**src/rtl/rsa_core_pkg.sv**
```systemverilog
// Shared definitions for the RSA core datapath: divider FSM encodings,
// control polarity constants and a constant-width helper.
package rsa_core_pkg;

   typedef enum logic [2:0] {
      IDLE = 3'd0,
      CALC = 3'd1,
      DONE = 3'd2
   } div_state_e;

   localparam logic START_ACTIVE = 1'b1;
   localparam logic RESET_ACTIVE = 1'b1;

   // Bits needed to hold values 0 .. value-1 (minimum 1).
   function automatic int clog2(input int value);
      int w;
      w = 0;
      for (int v = value - 1; v > 0; v = v >> 1) w++;
      return (w == 0) ? 1 : w;
   endfunction

endpackage

```
**src/rtl/rsa_core_div_step.sv**
```systemverilog
// One restoring-division iteration: shift the next dividend bit into the
// partial remainder and subtract the divisor when it fits.
module rsa_core_div_step #(
   parameter int DATA_WIDTH = 8
) (
   input  logic [DATA_WIDTH:0]   rem,
   input  logic                  dvd_msb,
   input  logic [DATA_WIDTH-1:0] dvs,
   output logic [DATA_WIDTH:0]   rem_next,
   output logic                  q_bit
);

   logic [DATA_WIDTH:0] shifted;
   // The remainder MSB is shifted out every iteration by construction.
   logic                unused_rem_msb;

   assign unused_rem_msb = rem[DATA_WIDTH];

   always_comb begin
      shifted  = {rem[DATA_WIDTH-1:0], dvd_msb};
      q_bit    = (shifted >= {1'b0, dvs});
      rem_next = q_bit ? (shifted - {1'b0, dvs}) : shifted;
   end

endmodule

```
**src/rtl/rsa_core_div.sv**
```systemverilog
// Sequential restoring divider, one quotient bit per clock.
// Optional build macro: RSA_CORE_DIV_EARLY_EXIT_EN (skip CALC when dividend < divisor).
module rsa_core_div
   import rsa_core_pkg::*;
#(
   parameter int   DATA_WIDTH = 8,
   parameter logic START      = START_ACTIVE
) (
   input  logic                    div_clk,
   input  logic                    div_rst,
   input  logic                    div_start,
   input  logic [2*DATA_WIDTH-1:0] div_a,
   input  logic [DATA_WIDTH-1:0]   div_b,
   output logic                    div_busy,
   output logic                    div_done,
   output logic [2*DATA_WIDTH-1:0] div_q,
   output logic [DATA_WIDTH-1:0]   div_r,
   output logic                    div_dbz
);

   localparam int             QW   = 2 * DATA_WIDTH;
   localparam int             CW   = clog2(QW + 1);
   localparam logic [CW-1:0]  LAST = CW'(QW - 1);

   div_state_e            state_r, state_nxt;
   logic [QW-1:0]         dvd_r;
   logic [DATA_WIDTH-1:0] dvs_r;
   logic [DATA_WIDTH:0]   rem_r, rem_nxt;
   logic [CW-1:0]         cnt_r;
   logic                  q_bit;
   logic                  is_idle, is_calc, start_hit, last;
`ifdef RSA_CORE_DIV_EARLY_EXIT_EN
   logic                  early_hit;
   assign early_hit = (div_a < {{DATA_WIDTH{1'b0}}, div_b});
`endif

   rsa_core_div_step #(.DATA_WIDTH(DATA_WIDTH)) u_step (
      .rem      (rem_r),
      .dvd_msb  (dvd_r[QW-1]),
      .dvs      (dvs_r),
      .rem_next (rem_nxt),
      .q_bit    (q_bit)
   );

   // Unused encodings behave exactly like IDLE.
   assign is_calc   = (state_r == CALC);
   assign is_idle   = !(is_calc || state_r == DONE);
   assign start_hit = (div_start == START);
   assign last      = (cnt_r == LAST);

   always_ff @(posedge div_clk or posedge div_rst) begin
      if (div_rst) state_r <= IDLE;
      else         state_r <= state_nxt;
   end

   always_comb begin
      state_nxt = state_r;
      div_busy  = 1'b0;
      div_done  = 1'b0;
      if (is_idle) begin
         state_nxt = IDLE;
         if (start_hit) begin
            state_nxt = CALC;
`ifdef RSA_CORE_DIV_EARLY_EXIT_EN
            if (early_hit) state_nxt = DONE;
`endif
         end
      end else if (is_calc) begin
         div_busy = 1'b1;
         if (last) state_nxt = DONE;
      end else begin
         div_done  = 1'b1;
         state_nxt = IDLE;
      end
   end

   // The dividend register shifts quotient bits in from the LSB side, so it
   // holds the full quotient once the last dividend bit has been consumed.
   always_ff @(posedge div_clk or posedge div_rst) begin
      if (div_rst) begin
         dvd_r   <= '0;
         dvs_r   <= '0;
         rem_r   <= '0;
         cnt_r   <= '0;
         div_q   <= '0;
         div_r   <= '0;
         div_dbz <= 1'b0;
      end else if (is_idle) begin
         if (start_hit) begin
            dvd_r <= div_a;
            dvs_r <= div_b;
            rem_r <= '0;
            cnt_r <= '0;
`ifdef RSA_CORE_DIV_EARLY_EXIT_EN
            if (early_hit) begin
               div_q   <= '0;
               div_r   <= div_a[DATA_WIDTH-1:0];
               div_dbz <= 1'b0;
            end
`endif
         end
      end else if (is_calc) begin
         dvd_r <= {dvd_r[QW-2:0], q_bit};
         rem_r <= rem_nxt;
         cnt_r <= cnt_r + 1'b1;
         if (last) begin
            div_q   <= {dvd_r[QW-2:0], q_bit};
            div_r   <= rem_nxt[DATA_WIDTH-1:0];
            div_dbz <= (dvs_r == '0);
         end
      end
   end

endmodule

```
**config.mk**
```make
export PLATFORM = sky130hd
export DESIGN_NAME = rsa_core_div
export DESIGN_NICKNAME = d
export VERILOG_FILES = /design/src/rtl/rsa_core_pkg.sv /design/src/rtl/rsa_core_div_step.sv /design/src/rtl/rsa_core_div.sv
export SDC_FILE = /design/constraint.sdc
export NUM_CORES = 1
export LEC_CHECK = 0
export CAP_MARGIN = 20
export CORE_UTILIZATION = 30
export CTS_CLUSTER_DIAMETER = 80
export DETAILED_ROUTE_END_ITERATION = 7
export GPL_ROUTABILITY_DRIVEN = 0
export PLACE_DENSITY = 0.57
export RECOVER_POWER = 25
export SETUP_SLACK_MARGIN = 0.2
export SYNTH_ARGS = -nofsm -noshare
export SYNTH_HDL_FRONTEND = slang
export SYNTH_SLANG_ARGS = --single-unit
```
**constraint.sdc**
```tcl
create_clock -name div_clk -period 1.8 [get_ports div_clk]
set_input_delay 0.36 -clock div_clk [delete_from_list [all_inputs] [get_ports div_clk]]
set_output_delay 0.36 -clock div_clk [all_outputs]
set_load 0.05 [all_outputs]
```
* Word-level counts from Yosys, hierarchy flattened
Cells that the tools add are included.
** Word-level totals
- Bits in registers :: 65
- Input port bits :: 27
- Word-level logic and storage cells :: 41
** Cells by class
- Add/subtract/negate cells :: 2
- Order comparisons :: 1
- Equality and inequality tests :: 5
- Mux-type cells :: 18
- Bitwise logic cells :: 1
- Reduce and logical (&&, ||, !) cells :: 6
** Operators with widths (number)
- $mux W16 :: 3
- $mux W8 :: 4
- $mux W5 :: 3
- $ge A9 B8 Y1 :: 1
- $mux W3 :: 3
- $logic_not A8 Y1 :: 1
- $sub A8 B8 Y8 :: 1
- $add A5 B1 Y5 const B :: 1
- $eq A5 B4 Y1 const B :: 1
- $mux W1 :: 5
- $reduce_and A2 Y1 :: 2
- $eq A3 B1 Y1 const B :: 1
- $eq A3 B2 Y1 const B :: 1
- $ne A3 B3 Y1 const B :: 1
- $reduce_and A3 Y1 :: 1
- $ne A2 B2 Y1 const B :: 1
- $reduce_bool A2 Y1 :: 1
- $logic_or A1 B1 Y1 :: 1
- $not A1 Y1 :: 1

* Logic depth before layout (Yosys ltp)
Gate-level depths: netlist of run 1.
- Depth in word-level cells :: 4
- Mapped depth :: 8
- Mapped depth without buffers :: 8

* Hierarchy
A second synthesis of run 1 with hierarchy kept.
** Second synthesis, totals
- Cells, all modules :: 272
- Area total of the unflattened synthesis :: 3294.4 um^2
** By module, submodules not included
- rsa_core_div :: times used 1, cells each 196, area an instance 2747.6 um^2, seq. area each 1626.6 um^2
- rsa_core_div_step :: times used 1, cells each 76, area an instance 546.8 um^2, seq. area each 0.0 um^2

* Worst setup path after synthesis of run 1
Ideal clock, no wire load.
- Path type :: register to register
- Start :: register dvd_r[15]
- End :: register rem_r[6]
- Setup time :: 139 ps
- Arrival :: 1881 ps
- Path slack :: -220 ps
- Cell stages (with the launch flop) :: 9
- Buffers on the path :: 0
- Clock period less this slack :: 2020 ps
- Path through :: dfrtp_1 inv_1 ha_1 fa_1 nand2b_1 a21oi_1 mux2_2 o22ai_1 o211ai_1
** On the way
- Longest elaborated chain between the ends :: 4
- Elaborated cells between the ends (all ways) :: 5
- Classes of those cells :: 1 x add/sub; 1 x order compare; 3 x mux
** Ends and longest elaborated chain
- start, declared :: RTL line rsa_core_div.sv:26 : logic [QW-1:0] dvd_r;
- start signal, assigned :: RTL line rsa_core_div.sv:90 : dvd_r <= div_a;
- start signal, assigned :: RTL line rsa_core_div.sv:103 : dvd_r <= {dvd_r[QW-2:0], q_bit};
- $sub A8 B8 Y8 or $ge A9 B8 Y1 (tied branches) :: RTL line rsa_core_div_step.sv:22, rsa_core_div_step.sv:21
- $mux W8 (*) :: RTL line rsa_core_div_step.sv:22 : rem_next = q_bit ? (shifted - {1'b0, dvs}) : shifted;
- $mux W8 (*) :: RTL line rsa_core_div.sv:102 : end else if (is_calc) begin
- $mux W8 (*) :: RTL line rsa_core_div.sv:88 : end else if (is_idle) begin
- end signal, assigned :: RTL line rsa_core_div.sv:104 : rem_r <= rem_nxt;
- end, declared :: RTL line rsa_core_div.sv:28 : logic [DATA_WIDTH:0] rem_r, rem_nxt;
Every way passes the cells marked *; elsewhere a longest branch is shown, timed or not. The select of a mux whose other input is x is not followed.
A chain may end at the register's enable or synchronous reset.

* Worst setup path after layout of run 1
- Start :: register dvs_r[0]
- End :: register rem_r[6]
** On the way
- Longest elaborated chain between the ends :: 4
- Elaborated cells between the ends (all ways) :: 5
- Classes of those cells :: 1 x add/sub; 1 x order compare; 3 x mux
** Ends and longest elaborated chain
- start, declared :: RTL line rsa_core_div.sv:27 : logic [DATA_WIDTH-1:0] dvs_r;
- start signal, assigned :: RTL line rsa_core_div.sv:91 : dvs_r <= div_b;
- $sub A8 B8 Y8 or $ge A9 B8 Y1 (tied branches) :: RTL line rsa_core_div_step.sv:22, rsa_core_div_step.sv:21
- $mux W8 (*) :: RTL line rsa_core_div_step.sv:22
- $mux W8 (*) :: RTL line rsa_core_div.sv:102
- $mux W8 (*) :: RTL line rsa_core_div.sv:88
Marked as above.

==> results of run 1 <==
## per-layer routing
layer	global-route usage (%)	vias up
met2	28.76	49
met3	2.103	16
met4	6.036	0
met1	21.41	1396
li1	-	1383
met5	0	-
## cell type report
class | count | area share (%)
multi-input combinational | 230 | 37.99
timing repair buffer | 129 | 24.06
sequential | 64 | 30.16
clock inverter | 6 | 1.130
tap | 136 | 3.202
clock buffer | 10 | 2.401
inverter | 14 | 1.059
## per-stage QoR
stage	cell area [sq um]	total power, W	hold slack (ps)	setup TNS, ps	instances
floorplan	3411	0.005128	449.4	-41.93	323
global placement	4314	0.006448	460.0	-251.1	535
detailed placement	4314	0.006505	466.3	-839.7	535
CTS	4896	0.008853	472.0	-235.9	574
global route	5315	0.01063	497.8	-1568	589
finish	5315	0.01001	469.8	-417.9	589
## path summary, 6_finish.rpt
| path | start | to | slack [ps] | depth (start not counted) |
|---|---|---|---|---|
| setup / recovery | dvs_r[0] | rem_r[6] | -70 | 7 |
| hold / removal | div_q[2] | div_q[2] | 470 | 2 |
| setup reg to reg | dvs_r[0] | rem_r[6] | -70 | 7 |
| hold reg to reg | div_q[2] | div_q[2] | 470 | 2 |
| max in group asynchronous | div_rst | dvs_r[1] | 400 | 3 |
| min in group asynchronous | div_rst | cnt_r[3] | 800 | 3 |
## synth_stat cells (all sizes together) (2+ instances only)
cell / instances / area, sq um
nand4: 4 / 25.02
o211ai: 2 / 20.02
a41oi: 2 / 17.52
a21oi: 9 / 48.80
o21ai: 26 / 141.4
nand2b: 4 / 25.02
o31ai: 9 / 67.56
nand3: 5 / 37.54
a32o: 2 / 20.02
o22ai: 4 / 25.02
buf: 10 / 56.30
o21a: 3 / 30.02
a2bb2oi: 2 / 17.52
nor4: 2 / 12.51
a31oi: 2 / 12.51
clkbuf: 6 / 32.53
and2: 4 / 25.02
nor2: 13 / 48.80
and3: 3 / 23.77
a31o: 2 / 17.52
ha: 12 / 150.1
mux2i: 15 / 150.1
dfrtp: 64 / 1602
nand2: 77 / 289.0
nor3: 3 / 15.01
inv: 14 / 52.55
mux2: 9 / 101.4
## power breakdown
group | internal [W] | switching (W) | total [W] | leakage (nW)
Combinational | 0.00349 | 0.00303 | 0.00652 | 1.57
Clock | 0.000632 | 0.000599 | 0.00123 | 0.0920
Sequential | 0.00183 | 0.000431 | 0.00226 | 0.735
## repair_timing
action,4_1_cts,5_1_grt
cloned,3,2
setup endpoints to repair,47,58
setup buffers,20,13
gates resized for setup,43,91
pin swaps,24,45
## logic make-up after synthesis
logic type / after synthesis
buffers and inverters: 30
AO/OA/AOI/OAI: 71
adder cells (fa/ha/maj): 13
AND/OR/NAND/NOR: 119
XOR/XNOR: 2
multiplexers: 24
flip-flops: 64
## flip-flops by register name, summed over array words and instances, names as in the netlist
| signal | count |
|---|---|
| dvs_r | 8 |
| dvd_r | 16 |
| cnt_r | 5 |
| div_dbz | 1 |
| rem_r | 8 |
| div_r | 8 |
| div_q | 16 |
| state_r | 2 |
## worst max-delay path, stage by stage (launching register included)
cell	delay (ps)
dfrtp_1	410
ha_4	180
fa_2	330
nand2b_4	160
a21oi_4	150
mux2_4	330
o22ai_4	100
o211ai_1	90
==> results.sh, run 1 <==
export IMPL_critical_path_class="reg2reg"
export IMPL_placement_io_buffers=53
export IMPL_viasPerCell=4.829
export IMPL_leakage_nw=2.396
export IMPL_violations="negative setup slack"
export IMPL_status="complete, but fails checks"
export IMPL_fin_skew_ps=8.171
export IMPL_hpwl_mm=5.537
export IMPL_synthCells=323
export IMPL_final_cell_mix="buf_4, dfrtp_1, nand2_1, clkdlybuf4s50_1, nand2_2"
export IMPL_cts_root_buf="clkbuf_8"
export IMPL_via_count=2844
export IMPL_fin_nets=488
export IMPL_startpoint_type="flop"
export IMPL_worstSkewPairLatency_ps=350
export IMPL_grt_max_degree=65
export IMPL_ys_async_sr_fraction_pct=100.0
export IMPL_cts_hold_fix_buffers=0
export IMPL_cts_tree="yes"
export IMPL_setup_ws_ps=-69.69
export IMPL_regArea_sq_um=1603
export IMPL_cts_sinks=64
export IMPL_routedWlPerCell_um=15.68
export IMPL_pin_count=54
export IMPL_ys_ff_latch=64
export IMPL_fin_crit_ps=1870
export IMPL_htreeDepth=3
export IMPL_die_width_um=105.5
export IMPL_syn_area_per_cell_sq_um=9.944
export IMPL_finalHoldViolCount=0
export IMPL_synth_top_family_by_area="simple AND/OR/NAND/NOR gates"
export IMPL_post_route_period_util_pct=103.9
export IMPL_wl_met1_mm=4.164
export IMPL_firstDrtPassIters=4
export IMPL_dieArea_sq_um=11120
export IMPL_fill_cells=933
export IMPL_globalRouteTotalUtil_pct=16.69
export IMPL_end_kind="flop"
export IMPL_syn_nets=363
export IMPL_wl_met2_mm=4.633
export IMPL_drt_initial_drc_count=130
export IMPL_ant_nets=0
export IMPL_fp_coreArea_sq_um=10370
export IMPL_grt_antenna_before_repair=0
export IMPL_cts_made_buffers=9
export IMPL_ys_seq_area_share_pct=49.86
export IMPL_worstPathRequired_ps=2030
export IMPL_maxSlewViolCount=0
export IMPL_overflow=0
export IMPL_tightestPinTransition_ps=889.9
export IMPL_diodes=0
export IMPL_grt_pass1_wl_mm=14.28
export IMPL_final_common_cell="buf_4"
export IMPL_drv_cap=0
export IMPL_row_count=37
export IMPL_grt_pass1_vias=2807
export IMPL_drive_gt1_share_pct=51.43
export IMPL_synth_main_ff_cell="dfrtp_1"
export IMPL_worstHoldPathType="reg2reg"
export IMPL_synthXorXnorAreaFrac_pct=0.5454
export IMPL_synthAdderAreaFrac_pct=5.298
export IMPL_setup_violations=15
export IMPL_start_util_pct=30.97
export IMPL_muxShareOfSynthArea_pct=7.830
export IMPL_drc=0
export IMPL_synth_compound_area_share_pct=15.54
export IMPL_multi_input_area_sq_um=2019
export IMPL_max_freq_ghz=0.5348
export IMPL_synth_edf_count=0
export IMPL_synth_area_sq_um=3212
export IMPL_yosysWarningCount=0
export IMPL_cp_max_fo=2
export IMPL_rsz0062_at_grt="true"
export IMPL_syn2layout_area_growth_pct=65.49
export IMPL_synth_cell_types=51
export IMPL_wirelength_mm=9.234
export IMPL_max_vdd_ir_drop_mv=0.8390
export IMPL_place_ws_ps=-100.1
export IMPL_fin_util_pct=51.25
export IMPL_synth_simple_area_share_pct=16.52
export IMPL_clockBufferDepth=2
export IMPL_top_layer="met4"
export IMPL_clk_pin_slew_ps=80
export IMPL_die_h_um=105.5
export IMPL_wl_met3_um=223
export IMPL_critPathArrivalTime_ps=2100
export IMPL_powerDensity_nw_per_um2=1884
export IMPL_slew_headroom_pct=40.67
No activity file was read; power rests on OpenSTA's default activity.
==> run 2, diff against run 1 <==
Settings changed: CORE_MARGIN set to 2.
==> run 2 against run 1 <==
Sequential power hardly changed. Final cell count shrank 0.68%. Die area grew 3.8%. Global-route usage is 0.74 points lower. Critical endpoint unchanged. The flow still finishes with violations (negative setup slack). Worst hold slack improved by 7.6 ps.
==> results.sh, run 2 (synthesized netlist as in run 1, its figures left out) <==
export IMPL_fp_coreArea_sq_um=10370
export IMPL_viasPerCell=4.776
export IMPL_holdWs_ps=477.4
export IMPL_worstPathRequired_ps=2030
export IMPL_grt_max_degree=65
export IMPL_clockBufferDepth=2
export IMPL_htreeDepth=3
export IMPL_die_width_um=107.5
export IMPL_cts_sinks=64
export IMPL_setup_ws_ps=-88.67
export IMPL_cp_max_fo=2
export IMPL_startpoint_type="flop"
export IMPL_setup_violations=10
export IMPL_final_common_cell="buf_4"
export IMPL_fin_crit_ps=1889
export IMPL_maxSlewViolCount=0
export IMPL_finalHoldViolCount=0
export IMPL_post_route_period_util_pct=104.9
export IMPL_cts_root_buf="clkbuf_8"
export IMPL_clk_pin_slew_ps=80
export IMPL_top_regs="div_q x16, dvd_r x16"
export IMPL_dpl_cell_area_sq_um=4307
export IMPL_drt_initial_drc_count=71
export IMPL_critical_path_class="reg2reg"
export IMPL_globalRouteTotalUtil_pct=15.95
export IMPL_via_count=2794
export IMPL_grt_antenna_before_repair=0
export IMPL_status="complete, but fails checks"
export IMPL_rsz0062_at_grt="true"
export IMPL_fin_nets=484
export IMPL_cts_tree="yes"
export IMPL_firstDrtPassIters=4
export IMPL_routedWlPerCell_um=15.23
export IMPL_tightestPinTransition_ps=878.4
export IMPL_row_count=37
export IMPL_fin_skew_ps=11.02
export IMPL_power_w=0.009397
export IMPL_drive_gt1_share_pct=48.55
export IMPL_worstHoldPathType="reg2reg"
export IMPL_cts_hold_fix_buffers=0
export IMPL_cts_made_buffers=9
export IMPL_violations="negative setup slack"
export IMPL_start_util_pct=30.97
export IMPL_leakage_nw=2.346
export IMPL_pin_count=54
export IMPL_drc=0
export IMPL_wirelength_mm=8.908
export IMPL_syn2layout_area_growth_pct=61.67
export IMPL_diodes=0
export IMPL_fin_area_sq_um=5192
export IMPL_overflow=0
export IMPL_grt_pass1_wl_mm=14.23
export IMPL_grt_pass1_vias=2940
export IMPL_critPathArrivalTime_ps=2110
export IMPL_drv_cap=0
export IMPL_worstSkewPairLatency_ps=350
export IMPL_max_freq_ghz=0.5295
export IMPL_slew_headroom_pct=41.44
export IMPL_powerDensity_nw_per_um2=1810
export IMPL_final_cell_mix="buf_4, dfrtp_1, nand2_1, clkdlybuf4s50_1, buf_6"
export IMPL_die_h_um=107.5
export IMPL_placement_io_buffers=53
export IMPL_ant_nets=0
export IMPL_hpwl_mm=5.618
export IMPL_dpl_cell_count=534
export IMPL_end_kind="flop"
export IMPL_dieArea_sq_um=11550
export IMPL_fin_cells=585
export IMPL_max_vdd_ir_drop_mv=0.8265
==> run 2: changes by cell type in the layout (fill, tap and decap cells not counted), moves of 3 or more <==
cell / change
o21ai_4: -3
buf_4: -3
nand2_2: -9
nand2_1: +5
nand2_4: +4
inv_2: -3
inv_1: +3
o21ai_2: +5
==> run 2: worst max-delay path, stage by stage, from the launching register on <==
cell	delay, ps
dfrtp_1	380
ha_2	200
fa_2	340
nand2b_4	160
a21oi_4	140
mux2_4	330
o22ai_4	100
o211ai_1	120
==> run 2: repair_timing <==
action	CTS	global route
gates cloned	3	1
endpoints found under the setup margin	52	52
resized for setup	60	60
pin swaps	25	20
setup buffers	22	9
==> run 2: report_power, final <==
group	switching, W	internal, W	total (W)
Sequential	0.000418	0.00183	0.00225
Clock	0.000570	0.000532	0.00110
Combinational	0.00281	0.00323	0.00605
==> run 2: final cells by class <==
class,count,area [sq um]
clock buffer,11,141.4
clock inverter,5,32.53
fill,954,5177
inverter,14,56.30
multi-input combinational,229,1949
sequential,64,1603
tap,136,170.2
timing repair buffer,126,1240
==> run 2: through the flow <==
| step | TNS [ps] | util, % | setup slack [ps] |
|---|---|---|---|
| 6_report | -454.2 | 50.07 | -88.67 |
| 5_1_grt | -1921 | 50.07 | -164.4 |
| 4_1_cts | -621.2 | 47.15 | -92.86 |
| 3_5_place_dp | -886.4 | 41.53 | -116.3 |
| 3_3_place_gp | -405.3 | 41.53 | -58.40 |
| 2_1_floorplan | -41.93 | - | -35.07 |
==> run 2: routing by layer <==
layer | vias up | share of wire (%) | global-route usage, %
met3 | 13 | 3.2 | 2.482
met2 | 48 | 49 | 26.81
met5 | - | 0 | 0
met4 | 0 | 1.9 | 7.051
met1 | 1359 | 45 | 20.26
li1 | 1374 | - | -
==> run 2: worst paths after layout <==
| kind | from | slack [ps] | endpoint | cells after the start |
|---|---|---|---|---|
| worst max-delay path | dvs_r[0] | -90 | rem_r[6] | 7 |
| worst min-delay path | div_q[2] | 480 | div_q[2] | 2 |
| worst max register to register | dvs_r[0] | -90 | rem_r[6] | 7 |
| worst min register to register | div_q[2] | 480 | div_q[2] | 2 |
| max in group asynchronous | div_rst | 400 | state_r[1] | 3 |
| min in group asynchronous | div_rst | 810 | div_q[4] | 3 |
